--- config.mk ---
export PLATFORM = sky130hd
export DESIGN_NAME = ram_arbiter
export DESIGN_NICKNAME = d
export VERILOG_FILES = /design/src/rtl/ram_arbiter.sv
export SDC_FILE = /design/constraint.sdc
export NUM_CORES = 1
export LEC_CHECK = 0
export ABC_AREA = 1
export CELL_PAD_IN_SITES_DETAIL_PLACEMENT = 0
export CELL_PAD_IN_SITES_GLOBAL_PLACEMENT = 1
export CORE_MARGIN = 1
export CORE_UTILIZATION = 33
export CTS_CLUSTER_DIAMETER = 50
export DETAILED_ROUTE_END_ITERATION = 16
export MAX_ROUTING_LAYER = met4
export PLACE_DENSITY = 0.8
export SYNTH_ARGS = -nofsm -noshare
export SYNTH_HDL_FRONTEND = slang
export SYNTH_SLANG_ARGS = --single-unit
--- constraint.sdc ---
create_clock -name sys_clock -period 2.6 [get_ports sys_clock]
set_input_delay 0.26 -clock sys_clock [delete_from_list [all_inputs] [get_ports sys_clock]]
set_output_delay 0.26 -clock sys_clock [all_outputs]
set_load 0.05 [all_outputs]
--- src/rtl/ram_arbiter.sv ---
// ram_arbiter: shares one RAM port between a clock-divided CPU and a loader/debug host.
// Defining ARB_CPU_PAUSE_EN adds a cpu_pause input that freezes CPU ticks while host traffic continues.

module ram_arbiter #(
  parameter int CPU_DIV = 25,
  parameter int RAM_LAT = 2
) (
  input  logic        sys_clock,
  input  logic        reset,
`ifdef ARB_CPU_PAUSE_EN
  input  logic        cpu_pause,
`endif
  input  logic [15:0] cpu_addr,
  input  logic [7:0]  cpu_dout,
  input  logic        cpu_we,
  input  logic        cpu_ram_cs,
  output logic        cpu_clken,
  input  logic        host_req,
  input  logic        host_we,
  input  logic [15:0] host_addr,
  input  logic [7:0]  host_din,
  output logic [7:0]  host_dout,
  output logic        host_ack,
  output logic [15:0] ram_addr,
  output logic [7:0]  ram_din,
  input  logic [7:0]  ram_dout,
  output logic        ram_rd,
  output logic        ram_wr
);

  typedef enum logic [1:0] {
    IDLE      = 2'd0,
    HOST_ACC  = 2'd1,
    HOST_DONE = 2'd2
  } state_t;

  localparam logic [7:0] CNT_MAX = 8'(CPU_DIV - 1);
  localparam logic [7:0] LAT_MAX = 8'(RAM_LAT - 1);

  state_t      state_q, state_d;
  logic [7:0]  cnt_q, cnt_d;
  logic [7:0]  lat_q, lat_d;
  logic        granted_q, granted_d;
  logic        hwe_q, hwe_d;
  logic [15:0] haddr_q, haddr_d;
  logic [7:0]  hdin_q, hdin_d;
  logic [7:0]  hdout_q, hdout_d;
  logic        pause_s, cnt_max_s, tick_s, grant_s;

`ifdef ARB_CPU_PAUSE_EN
  assign pause_s = cpu_pause;
`else
  assign pause_s = 1'b0;
`endif

  // Tick and grant decisions; granted_q limits the host to one access per CPU tick unless paused
  always_comb begin
    cnt_max_s = (cnt_q == CNT_MAX);
    tick_s    = (state_q == IDLE) && cnt_max_s && !pause_s;
    grant_s   = (state_q == IDLE) && host_req && (pause_s || (!cnt_max_s && !granted_q));
  end

  // Divider: saturates at CNT_MAX outside IDLE so a delayed tick fires on the next IDLE cycle
  always_comb begin
    cnt_d = cnt_q;
    if (cnt_max_s) begin
      if (tick_s) begin
        cnt_d = 8'd0;
      end else begin
        cnt_d = cnt_q;
      end
    end else begin
      cnt_d = cnt_q + 8'd1;
    end
  end

  // Next-state logic, host request latching and read-data capture
  always_comb begin
    state_d   = state_q;
    lat_d     = lat_q;
    granted_d = granted_q;
    hwe_d     = hwe_q;
    haddr_d   = haddr_q;
    hdin_d    = hdin_q;
    hdout_d   = hdout_q;
    if (tick_s) begin
      granted_d = 1'b0;
    end else if (grant_s) begin
      granted_d = 1'b1;
    end else begin
      granted_d = granted_q;
    end
    case (state_q)
      IDLE: begin
        if (grant_s) begin
          state_d = HOST_ACC;
          lat_d   = 8'd0;
          hwe_d   = host_we;
          haddr_d = host_addr;
          hdin_d  = host_din;
        end else begin
          state_d = IDLE;
        end
      end
      HOST_ACC: begin
        if (lat_q == LAT_MAX) begin
          state_d = HOST_DONE;
          if (!hwe_q) begin
            hdout_d = ram_dout;
          end else begin
            hdout_d = hdout_q;
          end
        end else begin
          lat_d = lat_q + 8'd1;
        end
      end
      HOST_DONE: begin
        state_d = IDLE;
      end
      default: begin
        state_d = IDLE;
      end
    endcase
  end

  // RAM port mux: host owns the bus only while an access is in flight
  always_comb begin
    ram_addr = cpu_addr;
    ram_din  = cpu_dout;
    ram_rd   = cpu_ram_cs;
    ram_wr   = cpu_we & cpu_ram_cs & tick_s;
    if (state_q == HOST_ACC) begin
      ram_addr = haddr_q;
      ram_din  = hdin_q;
      ram_rd   = !hwe_q;
      ram_wr   = hwe_q;
    end else begin
      ram_addr = cpu_addr;
    end
  end

  assign cpu_clken = tick_s;
  assign host_ack  = (state_q == HOST_DONE);
  assign host_dout = hdout_q;

  // State registers; reset aborts any host access immediately
  always_ff @(posedge sys_clock or posedge reset) begin
    if (reset) begin
      state_q   <= IDLE;
      cnt_q     <= 8'd0;
      lat_q     <= 8'd0;
      granted_q <= 1'b0;
      hwe_q     <= 1'b0;
      haddr_q   <= 16'h0000;
      hdin_q    <= 8'h00;
      hdout_q   <= 8'h00;
    end else begin
      state_q   <= state_d;
      cnt_q     <= cnt_d;
      lat_q     <= lat_d;
      granted_q <= granted_d;
      hwe_q     <= hwe_d;
      haddr_q   <= haddr_d;
      hdin_q    <= hdin_d;
      hdout_q   <= hdout_d;
    end
  end

endmodule

== Word-level counts from Yosys, hierarchy flattened ==
Index checks and enable logic that the tools add are counted.

* Reduce and logical (&&, ||, !) cells: 13
* Equality and inequality tests: 8
* Multiplexer cells: 14
* $add $sub $neg: 2
* Bitwise logic cells: 3

{| class="wikitable"
|+ Operator list
! cell !! number
|-
| 8-bit 2-to-1 mux || 5
|-
| 8-bit by 1-bit adder with 8-bit output, second input constant || 2
|-
| 16-bit 2-to-1 mux || 1
|-
| 8-bit one-hot mux with 2 select lines || 1
|-
| 8-bit by 1-bit == test with 1-bit output, second input constant || 1
|-
| 8-bit by 5-bit == test with 1-bit output, second input constant || 1
|-
| 2-bit != test, second input constant || 3
|-
| 3-bit AND reduction || 2
|-
| 1-bit 2-to-1 mux || 5
|-
| 1-bit logical AND || 4
|-
| 2-bit one-hot mux with 2 select lines || 1
|-
| 2-bit nonzero test || 2
|-
| 1-bit zero test || 3
|-
| 1-bit AND || 2
|-
| 2-bit by 1-bit == test with 1-bit output, second input constant || 1
|-
| 2-bit == test, second input constant || 1
|-
| 2-bit zero test || 1
|-
| 2-bit 2-to-1 mux || 1
|-
| 2-bit by 1-bit != test with 1-bit output, second input constant || 1
|-
| 2-bit AND reduction || 1
|-
| 1-bit inverter || 1
|}

* Output and inout bits: 36
* Register bits after elaboration: 52
* Word-level logic and storage cells: 48
* Bits of input ports: 62

== Longest topological paths before layout ==
* Depth in word-level cells: 6
* Mapped depth: 9
* Depth with buffers taken out: 9

== Worst setup path after synthesis ==
Ideal clock, no wire load.

* Path type: register to output
* Start: register cnt_q[0]
* End: output ram_wr
* Path buffers: 0
* Data required time: 2.340 ns
* Setup slack: 0.453 ns
* Data arrival time: 1.887 ns
* Cell stages (with the launch flop): 9
* Cells stage by stage: dfrtp_1 -> inv_1 -> ha_1 -> nand2_1 -> nor2_1 -> nand2_4 -> nor2_2 -> nand3_1 -> nand2_1

* Word-level cells in the longest chain between the ends: 4

{| class="wikitable"
|+ Ends and longest elaborated chain
! what !! line !! RTL
|-
| start, declared || 41 || <nowiki>logic [7:0] cnt_q, cnt_d;</nowiki>
|-
| start signal, assigned || 159 || <nowiki>cnt_q <= cnt_d;</nowiki>
|-
| 8-bit by 5-bit == test with 1-bit output || 58 || <nowiki>cnt_max_s = (cnt_q == CNT_MAX);</nowiki>
|-
| 1-bit logical AND || 59 || <nowiki>tick_s = (state_q == IDLE) && cnt_max_s && !pause_s;</nowiki>
|-
| net cpu_clken || 17 || <nowiki>output logic cpu_clken,</nowiki>
|-
| 1-bit AND || 131 || <nowiki>ram_wr = cpu_we & cpu_ram_cs & tick_s;</nowiki>
|-
| 1-bit 2-to-1 mux || 132 || <nowiki>if (state_q == HOST_ACC) begin</nowiki>
|-
| end, declared || 28 || <nowiki>output logic ram_wr</nowiki>
|}

The timed path passes the listed nets, and every way through them passes these cells.

== Worst setup path after layout ==
* Start: register cnt_q[0]
* End: output ram_wr

* Word-level cells in the longest chain between the ends: 4

{| class="wikitable"
|+ Ends and longest elaborated chain
! what !! line
|-
| 8-bit by 5-bit == test with 1-bit output || 58
|-
| 1-bit logical AND || 59
|-
| 1-bit AND || 131
|-
| 1-bit 2-to-1 mux || 132
|}

No other way between the ends.

==> results.sh <==
export IMPL_wl_per_cell_um=12.0
export IMPL_cp_max_fo=32
export IMPL_fin_crit_sh=0.875
export IMPL_fillerInstances=742
export IMPL_ys_seq_area_frac=0.489
export IMPL_clk_latency_ns=0.30
export IMPL_hold_viol_final=0
export IMPL_grt_pass1_wl_um=11400
export IMPL_cts_made_buffers=5
export IMPL_yosysTopAreaCellShare=0.489
export IMPL_cts_buffer_depth=2
export IMPL_post_route_util=0.524
export IMPL_multi_input_comb_area_um2=1210
export IMPL_worstMarginPinSlew_ns=0.660
export IMPL_yosys_warnings=0
export IMPL_final_setup_tns_ns=0
export IMPL_drive_gt1_frac=0.108
export IMPL_place_hpwl_um=4730
export IMPL_synth_area_leaders="dfrtp_1 49%, nand2_1 25%, nand3_1 10%, inv_1 2.5%, ha_1 1.9%"
export IMPL_dr_total_vias=2563
export IMPL_max_freq_ghz=0.440
export IMPL_rsz0062_at_grt="false"
export IMPL_final_cell_mix="174 x nand2_1, 70 x clkdlybuf4s50_1, 54 x nand3_1"
export IMPL_avgSynthCellArea_um2=7.46
export IMPL_design_area_um2=4070
export IMPL_worst_setup_path_type="reg -> out"
export IMPL_yosys_register_bits=52
export IMPL_start_util=0.343
export IMPL_core_area_um2=7770
export IMPL_grt_max_degree=53
export IMPL_grt_util_all_layers=0.171
export IMPL_grt_use_met1=0.209
export IMPL_syn_num_nets=423
export IMPL_gp_congestion=0.791
export IMPL_synth_cells=357
export IMPL_io_pins=98
export IMPL_post_cts_buffers=0
export IMPL_rows=32
export IMPL_cts_resized_gates=0
export IMPL_port_buffers=97
export IMPL_cap_violations=0
export IMPL_root_buffer="clkbuf_8"
export IMPL_via_per_inst=4.63
export IMPL_antenna_found_initial=0
export IMPL_ant_nets=0
export IMPL_clk_pin_slew_worst_paths_ns=0.09
export IMPL_dpl_instance_area_um2=3980
export IMPL_top_usage_layer="met2"
export IMPL_final_common_cell="nand2_1"
export IMPL_gr_total_overflow=0
export IMPL_die_x_um=91.8
export IMPL_cp_start_kind="register"
export IMPL_cts_hold_buffers=0
export IMPL_route_detailed_drc=0
export IMPL_use_met2=0.294
export IMPL_end_kind="output port"
export IMPL_first_global_vias=2530
export IMPL_power_leakage_nw=2.07
export IMPL_diodes=0
export IMPL_peakVddDrop_uv=623
export IMPL_cts_tree="yes"
export IMPL_powerDensity_nw_per_um2=1120
export IMPL_yosys_area_top_type="dfrtp_1"
export IMPL_slew_headroom=0.560
export IMPL_finClkSkew_ns=0.00684
export IMPL_fin_crit_ns=2.27
export IMPL_grt_use_met3=0.0406
export IMPL_setup_violations=0
export IMPL_drv_slew=0
export IMPL_synth_area_um2=2660
export IMPL_outcome="finished clean"
export IMPL_arrival_ns=2.01
export IMPL_cts_sinks=52
export IMPL_nets=517
export IMPL_drtIter0Drc=119
export IMPL_fin_ws_ns=0.326
export IMPL_htree_levels=2
export IMPL_dieArea_um2=8430
export IMPL_synthToLayoutAreaGrowth_pct=52.7
export IMPL_ys_types=24
export IMPL_min_path_type="in -> async"
export IMPL_wl_um=6640
export IMPL_seq_area_um2=1300
export IMPL_dp_slack_ns=0.618
export IMPL_firstDrtPassIters=4
export IMPL_die_h_um=91.8
export IMPL_required_ns=2.34
==> worst paths after layout <==
check / startpoint / endpoint / slack [ns] / depth (start not counted)
min reg2reg: host_dout[0] / host_dout[0] / 0.47 / 2
max: cnt_q[0] / ram_wr / 0.33 / 9
max reg2reg: cnt_q[0] / lat_q[0] / 0.62 / 9
max in group asynchronous: reset / lat_q[5] / 1.71 / 3
min in group sys_clock: host_dout[0] / host_dout[0] / 0.47 / 2
min: reset / host_dout[3] / 0.46 / 3
==> state kept, by name (all words and copies together), names as in the netlist <==
register	count
haddr_q	16
state_q	2
hdin_q	8
granted_q	1
cnt_q	8
host_dout	8
lat_q	8
hwe_q	1
==> metal layers <==
layer	wire, um	part of all wire	vias to the layer above
met5	0	0	-
met4	34	0.0051	0
met3	389	0.059	4
met2	3150	0.47	67
met1	3070	0.46	1187
li1	-	-	1305
==> synthesized netlist by cell type (all sizes together) <==
cell type	number
a21o	1
a21oi	1
buf	7
clkbuf	7
dfrtp	52
ha	4
inv	20
nand2	179
nand3	54
nand4	3
nor2	17
nor3b	1
o211ai	1
o21ai	4
o21bai	1
o22ai	1
xor2	4
==> where the power goes <==
group          total, mW  internal (mW)  leakage [nW]  switching (mW)
sequential          1.35           1.14         0.655           0.219
clock              0.471          0.218        0.0455           0.253
combinational       2.74           1.10          1.37            1.64
total               4.57           2.45          2.07            2.12
==> metrics by stage <==
| step | hold slack, ns | power, mW | cells |
|---|---|---|---|
| finish | 0.462 | 4.57 | 554 |
| global route | 0.498 | 4.89 | 554 |
| CTS | 0.480 | 4.62 | 554 |
| detailed placement | 0.457 | 4.14 | 546 |
| global placement | 0.454 | 4.10 | 546 |
| floorplan | 0.405 | 2.96 | 357 |
==> cell type report <==
class | instances | share of cell area
inverters | 20 | 0.0185
flip-flops and latches | 52 | 0.320
clock buffers | 8 | 0.0222
repair buffers | 101 | 0.310
multi-input cells | 271 | 0.298
well taps | 102 | 0.0314
==> worst max-delay path, cell delays in order, from the launching register on <==
cell,delay [ns]
dfrtp_1,0.41
inv_1,0.10
ha_1,0.15
nand2_1,0.05
nor2_1,0.20
nand2_4,0.26
nor2_2,0.20
nand3_1,0.08
nand2_1,0.11
buf_12,0.15
==> kinds of logic (layout without fill, tap and decap cells) <==
group                    Yosys count  after routing  share of synthesized area
AO/OA/AOI/OAI                      9              9                     0.0202
XOR/XNOR                           4              4                     0.0132
adder cells (fa/ha/maj)            4              4                     0.0188
flip-flops                        52             52                      0.489
AND/OR/NAND/NOR                  254            254                      0.404
buffers and inverters             34            129                     0.0555
No activity file was read; power rests on OpenSTA's default activity.
